$ cat src/rtl/man_drive_ctrl.sv
`default_nettype none
// ============================================================================
// Module   : man_drive_ctrl
// Purpose  : Manual-drive pedal FSM with saturating speed level, coasting
//            decay, multi-step braking and a standstill-only direction latch.
// Revision : 1.0 - initial release
// ============================================================================
module man_drive_ctrl #(
    parameter int SPEED_W     = 4,
    parameter int MAX_SPEED   = 15,
    parameter int TICK_W      = 8,
    parameter int ACCEL_TICKS = 4,
    parameter int COAST_TICKS = 8,
    parameter int BRAKE_STEP  = 2
) (
    input  logic               clk,
    input  logic               rst_n,
    input  logic               enable,
    input  logic               reverse,
    input  logic               brake,
    input  logic               clutch,
    input  logic               throttle,
    input  logic               left,
    input  logic               right,
    output logic               stalled,
    output logic               move_forward,
    output logic               move_backward,
    output logic               turn_left,
    output logic               turn_right,
    output logic [1:0]         out_state,
    output logic [SPEED_W-1:0] speed
);

    typedef enum logic [1:0] {
        IDLE   = 2'b00,
        START  = 2'b01,
        MOVING = 2'b10,
        STALL  = 2'b11
    } state_t;

    typedef enum logic [1:0] {
        M_NONE  = 2'b00,
        M_ACCEL = 2'b01,
        M_COAST = 2'b10,
        M_BRAKE = 2'b11
    } mode_t;

    localparam logic [SPEED_W-1:0] c_max_speed  = SPEED_W'(MAX_SPEED);
    localparam logic [SPEED_W-1:0] c_brake_step = SPEED_W'(BRAKE_STEP);
    localparam logic [TICK_W-1:0]  c_accel_last = TICK_W'(ACCEL_TICKS - 1);
    localparam logic [TICK_W-1:0]  c_coast_last = TICK_W'(COAST_TICKS - 1);

    state_t               r_state;
    mode_t                r_mode;
    logic [SPEED_W-1:0]   r_speed;
    logic [TICK_W-1:0]    r_tick;
    logic                 r_dir;

    logic [2:0]           w_pedals;
    logic                 w_active;
    logic                 w_dir_conflict;
    mode_t                w_mode;
    logic [TICK_W-1:0]    w_tick_base;
    state_t               w_next_state;
    logic [SPEED_W-1:0]   w_next_speed;
    logic [TICK_W-1:0]    w_next_tick;

    assign w_pedals       = {brake, throttle, clutch};
    assign w_active       = (r_state == START) || (r_state == MOVING);
    assign w_dir_conflict = (reverse != r_dir) && (r_speed != '0);
    // A new speed mode restarts its cadence from zero on this very cycle.
    assign w_tick_base    = (w_mode != r_mode) ? '0 : r_tick;

    always_comb begin
        w_mode = M_NONE;
        if (w_active) begin
            if (brake)
                w_mode = M_BRAKE;
            else if ((r_state == MOVING) && (w_pedals == 3'b010))
                w_mode = M_ACCEL;
            else
                w_mode = M_COAST;
        end
    end

    always_comb begin
        w_next_state = r_state;
        w_next_speed = r_speed;
        w_next_tick  = w_tick_base + TICK_W'(1);
        case (w_mode)
            M_BRAKE: begin
                w_next_tick  = '0;
                w_next_speed = (r_speed > c_brake_step) ? (r_speed - c_brake_step) : '0;
                if (r_speed <= c_brake_step)
                    w_next_state = IDLE;
            end
            M_ACCEL: begin
                if (w_tick_base == c_accel_last) begin
                    w_next_tick = '0;
                    if (r_speed < c_max_speed)
                        w_next_speed = r_speed + SPEED_W'(1);
                end
            end
            M_COAST: begin
                w_next_state = (w_pedals == 3'b010) ? MOVING : START;
                if (w_tick_base == c_coast_last) begin
                    w_next_tick = '0;
                    if (r_speed != '0)
                        w_next_speed = r_speed - SPEED_W'(1);
                end
            end
            default: ;
        endcase
    end

    always_ff @(posedge clk or negedge rst_n) begin
        if (!rst_n) begin
            r_state <= IDLE;
            r_mode  <= M_NONE;
            r_speed <= '0;
            r_tick  <= '0;
            r_dir   <= 1'b0;
        end else if (!enable) begin
            r_state <= IDLE;
            r_mode  <= M_NONE;
            r_speed <= '0;
            r_tick  <= '0;
            r_dir   <= reverse;
        end else begin
            case (r_state)
                IDLE: begin
                    r_dir  <= reverse;
                    r_mode <= M_NONE;
                    r_tick <= '0;
                    if (w_pedals == 3'b010)
                        r_state <= STALL;
                    else if (w_pedals == 3'b011)
                        r_state <= START;
                end
                STALL: begin
                    r_mode  <= M_NONE;
                    r_speed <= '0;
                    r_tick  <= '0;
                end
                default: begin
                    // Gear flipped while rolling: the engine stalls.
                    if (w_dir_conflict) begin
                        r_state <= STALL;
                        r_mode  <= M_NONE;
                        r_speed <= '0;
                        r_tick  <= '0;
                    end else begin
                        if (r_speed == '0)
                            r_dir <= reverse;
                        r_mode  <= w_mode;
                        r_state <= w_next_state;
                        r_speed <= w_next_speed;
                        r_tick  <= (w_next_state != r_state) ? '0 : w_next_tick;
                    end
                end
            endcase
        end
    end

    assign out_state     = r_state;
    assign speed         = r_speed;
    assign stalled       = (r_state == STALL);
    assign move_forward  = w_active & (r_speed != '0) & ~r_dir;
    assign move_backward = w_active & (r_speed != '0) & r_dir;
    assign turn_left     = w_active & left & ~right;
    assign turn_right    = w_active & right & ~left;

endmodule
`default_nettype wire

$ cat config.mk
export PLATFORM = sky130hd
export DESIGN_NAME = man_drive_ctrl
export DESIGN_NICKNAME = d
export VERILOG_FILES = /design/src/rtl/man_drive_ctrl.sv
export SDC_FILE = /design/constraint.sdc
export NUM_CORES = 1
export LEC_CHECK = 0
export ABC_AREA = 1
export ABC_CLOCK_PERIOD_IN_PS = 3370
export BUFFER_PORTS_ARGS = -buffer_cell sky130_fd_sc_hd__buf_4
export CAP_MARGIN = 20
export CELL_PAD_IN_SITES_DETAIL_PLACEMENT = 0
export CELL_PAD_IN_SITES_GLOBAL_PLACEMENT = 1
export CORE_MARGIN = 2
export CORE_UTILIZATION = 30
export DETAILED_ROUTE_END_ITERATION = 7
export GPL_TIMING_DRIVEN = 1
export PLACE_DENSITY = 0.64
export SLEW_MARGIN = 40
export SYNTH_ARGS = -nofsm -noshare
export SYNTH_HDL_FRONTEND = slang
export SYNTH_SLANG_ARGS = --single-unit
export TNS_END_PERCENT = 30
$ cat constraint.sdc
create_clock -name clk -period 3.37 [get_ports clk]
set_input_delay 0.337 -clock clk [delete_from_list [all_inputs] [get_ports clk]]
set_output_delay 0.337 -clock clk [all_outputs]
set_load 0.005 [all_outputs]
# After elaboration in Yosys (flattened, before gate mapping)
# Index checks and enable logic that the tools add are counted.
# Widths: inputs -> output; s select.
dict set report totals {
  wordCells 90
  input_bits 9
  register_bits 17
}
dict set report op_classes {
  n_eq_ne 23
  bitwise_logic 10
  mux 35
  magnitude_cmp 3
  add_sub_neg 4
  reduce_logical 10
}
# operator n
set ops {}
lappend ops {{$mux 8} 7}
lappend ops {{$mux 4} 7}
lappend ops {{$mux 2} 12}
lappend ops {{$pmux 8 s3} 1}
lappend ops {{$ne 5x5->1 const B} 4}
lappend ops {{$pmux 4 s3} 1}
lappend ops {{$add 8x1->8 const B} 1}
lappend ops {{$eq 2x2->1 const B} 4}
lappend ops {{$eq 8x2->1 const B} 1}
lappend ops {{$eq 8x3->1 const B} 1}
lappend ops {{$pmux 2 s2} 2}
lappend ops {{$pmux 4 s2} 1}
lappend ops {{$and 1x1->1} 7}
lappend ops {{$eq 3x2->1 const B} 2}
lappend ops {{$ne 6x1->1 const B} 1}
lappend ops {{$reduce_and 6->1} 1}
lappend ops {{$add 4x1->4 const B} 1}
lappend ops {{$eq 2x1->1 const B} 2}
lappend ops {{$gt 4x2->1 const B} 1}
lappend ops {{$le 4x2->1 const B} 1}
lappend ops {{$logic_not 4->1} 1}
lappend ops {{$lt 4x4->1 const B} 1}
lappend ops {{$ne 2x2->1} 2}
lappend ops {{$ne 2x2->1 const B} 2}
lappend ops {{16 further kinds} 21}

# Longest topological paths before layout
dict set report depth {
  word_depth 14
  mapped_depth 19
  depth_no_buf 19
}

# Worst setup path after synthesis
# Ideal clock, no wire load.
dict set report synth_path {
  path_kind {flip-flop to flip-flop}
  start {reg r_state[1] (netlist: out_state[1])}
  end {reg r_tick[3]}
  setup_slack_ns 0.906
  path_stages_with_launch 15
  n_path_buf 1
  t_arrival_ns 2.401
  setup_ns 0.063
  t_required_ns 3.307
  path_cell_list {dfrtp_1 > inv_1 > ha_1 > buf_2 > nand2_2 > inv_1 > ha_1 > inv_1 > o22ai_2 > xor2_1 > nand3_1 > nor2_4 > nand2_4 > or2_1 > inv_1}
}
dict set report synth_between {
  elab_chain_len 14
}
# element line
set synth_rtl {}
lappend synth_rtl {{start, declared} 53} ;# state_t r_state;
lappend synth_rtl {{start signal, assigned} 156} ;# r_state <= w_next_state;
lappend synth_rtl {{$eq 2x2->1} {69, 79}}
lappend synth_rtl {{$logic_and 1x1->1} 79} ;# else if ((r_state == MOVING) && (w_pedals == 3'b010))
lappend synth_rtl {{$mux 2} 79}
lappend synth_rtl {{$mux 2} 77} ;# if (brake)
lappend synth_rtl {{$mux 2} 76} ;# if (w_active) begin
lappend synth_rtl {{$ne 2x2->1} 72} ;# assign w_tick_base = (w_mode != r_mode) ? '0 : r_tick;
lappend synth_rtl {{$mux 8} 72}
lappend synth_rtl {{$add 8x1->8 (tied with other cells)} 89} ;# w_next_tick = w_tick_base + TICK_W'(1);
lappend synth_rtl {{$mux 8, on equally long branches} {106, 98}}
lappend synth_rtl {{$pmux 8 s3} 90} ;# case (w_mode)
lappend synth_rtl {{$mux 8} 158} ;# r_tick <= (w_next_state != r_state) ? '0 : w_next_tick;
lappend synth_rtl {{$mux 8} 147} ;# if (w_dir_conflict) begin
lappend synth_rtl {{$mux 8 (*)} 130} ;# case (r_state)
lappend synth_rtl {{$mux 8 (*)} 123} ;# end else if (!enable) begin
lappend synth_rtl {{end signal, assigned} 158}
lappend synth_rtl {{end, declared} 56} ;# logic [TICK_W-1:0] r_tick;
# Mark *: on every way between the ends. The rest lies on a longest branch, timed or not.
# A chain may end at the register's enable or synchronous reset.

# Worst setup path in the final report
dict set report layout_path {
  start {reg r_state[1] (netlist: out_state[1])}
  end {reg r_tick[4]}
}
# The elaborated chain is that of the path after synthesis.

==> results.py <==
metrics = {
    "cts": {
        "cts_buffers": 3,
        "clk-insertion-delay-late_ns": 0.26,
        "path_clk_slew_ns": 0.07,
        "clockBufferDepth": 2,
        "clock-sinks": 17,
        "cts_setup_buffers": 0,
        "clockRootBuffer": "clkbuf_8",
        "cts_tree": "yes",
        "ctsHtreeMaxLevel": 1,
    },
    "logic_synthesis": {
        "synth-seq-cells": 17,
        "synthTopCellsByArea": "dfrtp_1, ha_1, inv_1, nand2_1, nor2_1",
        "netlist_instances": 203,
        "yosysTopAreaCellShare_pct": 27.9,
        "synth_nets": 224,
        "syn_avg_cell_area_sq_um": 7.50,
        "synth_area_sq_um": 1520,
        "yosysWarnings": 0,
        "synth_top_area_cell": "dfrtp_1",
        "synth_cell_types": 30,
        "ys_seq_area_share_pct": 27.9,
    },
    "worst_setup_path": {
        "cp_cell_sequence": "inv_1 > ha_1 > nand2_2 > inv_1 > ha_1 > inv_1 > o22ai_2 > xor2_1 > nand3_1 > nor2_4 > nand2_4 > or2_1 > inv_1",
        "crit_slowest_cell": "ha_1",
        "worstSetupStartpoint": "out_state[1]",
        "arrival_ns": 3.04,
        "criticalPathCategory": "register to register",
        "crit_fanout": 10,
        "slowest_delay_ns": 0.50,
        "worst-r2r-setup-slack_ns": 0.54,
        "cpMostUsedCell": "inv_1",
        "crit_path_start_kind": "register",
        "required_ns": 3.57,
        "endpoint_kind": "register",
        "r2r_start": "out_state[1]",
    },
    "detailed_routing": {
        "drc": 0,
        "dr_total_vias": 1305,
        "drtIter0Drc": 58,
        "wire_per_inst_um": 11.5,
        "drtPass1Iterations": 4,
        "wirelength_um": 3380,
        "ant_nets": 0,
        "viasPerCell": 4.45,
    },
    "grt": {
        "grt_max_degree": 18,
        "antenna_found_initial": 0,
        "grt_overflow_total": 0,
        "grt_use_total_pct": 13.5,
        "grt_pass1_wl_um": 5800,
        "grt_pass1_vias": 1256,
    },
    "floorplanning": {
        "die_w_um": 75.2,
        "rows": 25,
        "die_y_um": 75.2,
        "die_area_sq_um": 5660,
        "ios": 20,
        "core_sq_um": 4820,
        "initial_utilization_pct": 31.6,
    },
    "min_path": {
        "hold_start": "reverse",
        "hp-class": "primary input to register",
    },
    "placed_design": {
        "numPortBuffers": 19,
        "hpwlAfterDp_um": 2720,
        "place_congestion": 0.801,
    },
    "flow_run": {
        "maxCapViolations": 0,
    },
    "sta": {
        "finalMaxSlewViolations": 0,
        "skew_ns": 0.000789,
        "rsz0062_at_grt": "false",
        "finalCritPeriodShare_pct": 84.0,
        "setup_violations": 0,
        "hold_viol_final": 0,
        "max_freq_ghz": 0.353,
        "period_needed_ns": 2.83,
        "max_slew_margin_pct": 75.7,
        "worstMarginPinSlew_ns": 0.359,
        "fin_tns_setup_ns": 0,
    },
    "final_layout": {
        "nets": 248,
        "final_cell_mix": "inv_1, nand2_1, nor2_1",
        "antenna_cells": 0,
        "n_fill_cell": 533,
        "layout-drive-gt1-share_pct": 24.8,
        "areaGrowthSynthToFinish_pct": 18.2,
    },
    "pwr": {
        "irDropWorstVdd_mv": 0.326,
        "p_leak_nw": 0.891,
        "total_power_mw": 1.54,
        "power_density_nw_per_um2": 855,
    },
    "outcome": {
        "status": "completed",
    },
}
==> final cells by class <==
type,instances,area (sq um),share of cell area [%]
clock buffers,3,41.3,2.29
well taps,67,83.8,4.66
multi-input cells,150,961,53.4
flip-flops and latches,17,425,23.6
repair buffers,20,153,8.48
inverters,35,131,7.30
clock inverters,1,5.00,0.278
==> power breakdown <==
group / total (mW) / switching, mW / internal [mW]
clock: 0.162 / 0.0794 / 0.0823
sequential: 0.292 / 0.0463 / 0.246
combinational: 1.09 / 0.679 / 0.407
total: 1.54 / 0.804 / 0.735
==> metrics by stage <==
step | worst slack (ns) | hold WS (ns) | cell area (sq um) | cells | utilization [%]
floorplan | 0.906 | 0.0414 | 1520 | 203 | -
global placement | 0.600 | 0.232 | 1740 | 288 | 36.2
detailed placement | 0.521 | 0.229 | 1740 | 288 | 36.2
CTS | 0.500 | 0.292 | 1800 | 293 | 37.4
global route | 0.234 | 0.315 | 1800 | 293 | 37.4
finish | 0.538 | 0.297 | 1800 | 293 | 37.4
==> repair_timing <==
item | 4_1_cts | 5_1_grt
endpoints found under the hold margin | 17 | 0
hold buffers | 1 | 0
resized for setup | 0 | 0
==> worst paths after layout <==
kind / to / depth (start not counted)
setup / recovery: r_tick[4] / 13
hold / removal: r_dir / 3
setup reg to reg: r_tick[4] / 13
hold reg to reg: r_tick[0] / 3
max in group asynchronous: speed[1] / 2
min in group asynchronous: r_tick[1] / 2
==> synth_stat cells <==
master / instances
o41ai_1: 1
xnor2_1: 2
nand2_2: 10
nor3_2: 1
a21oi_2: 1
nand4_1: 4
inv_1: 30
o22ai_2: 1
inv_2: 5
o21ai_1: 2
o22ai_1: 4
a21oi_1: 5
o21ai_0: 5
nand2_1: 30
o21bai_4: 1
nor2_2: 1
nand2_4: 4
fa_1: 1
buf_2: 1
nor3_1: 3
dfrtp_1: 17
or2_1: 2
nor2_4: 6
nor2_1: 24
xor2_1: 7
a31oi_1: 1
nand3_1: 17
a211oi_1: 3
nand3_2: 3
ha_1: 11
==> worst max-delay path: cells and delay by family (launching register included) <==
family | cells | cell delay (ns)
simple gates | 5 | 0.75
flops | 1 | 0.42
xor+xnor | 1 | 0.16
compound gates | 1 | 0.23
buf+inv | 4 | 0.41
fa+ha+maj | 2 | 0.81
==> state kept, by name, indices dropped and copies added, names as in the netlist <==
name	count
speed	4
r_tick	8
r_mode	2
out_state	2
r_dir	1
==> per-layer routing <==
metal	vias up	track usage [%]	routed length (um)	part of all wire [%]
li1	702	-	-	-
met1	579	18.0	1690	50
met2	22	22.3	1540	46
met3	2	2.81	111	3.3
met4	0	3.70	32	0.95
met5	-	0	0	0
==> cells by family after synthesis <==
logic type                 Yosys count  share of synthesized area, %
AOI/OAI and AO/OA                   24                          10.7
xor gates and xnor gates             9                          5.18
adders and majority gates           12                          10.4
buffers and inverters               36                          8.96
DFF                                 17                          27.9
and+or+nand+nor                    105                          36.9
Power figures use the tool's default switching activity.
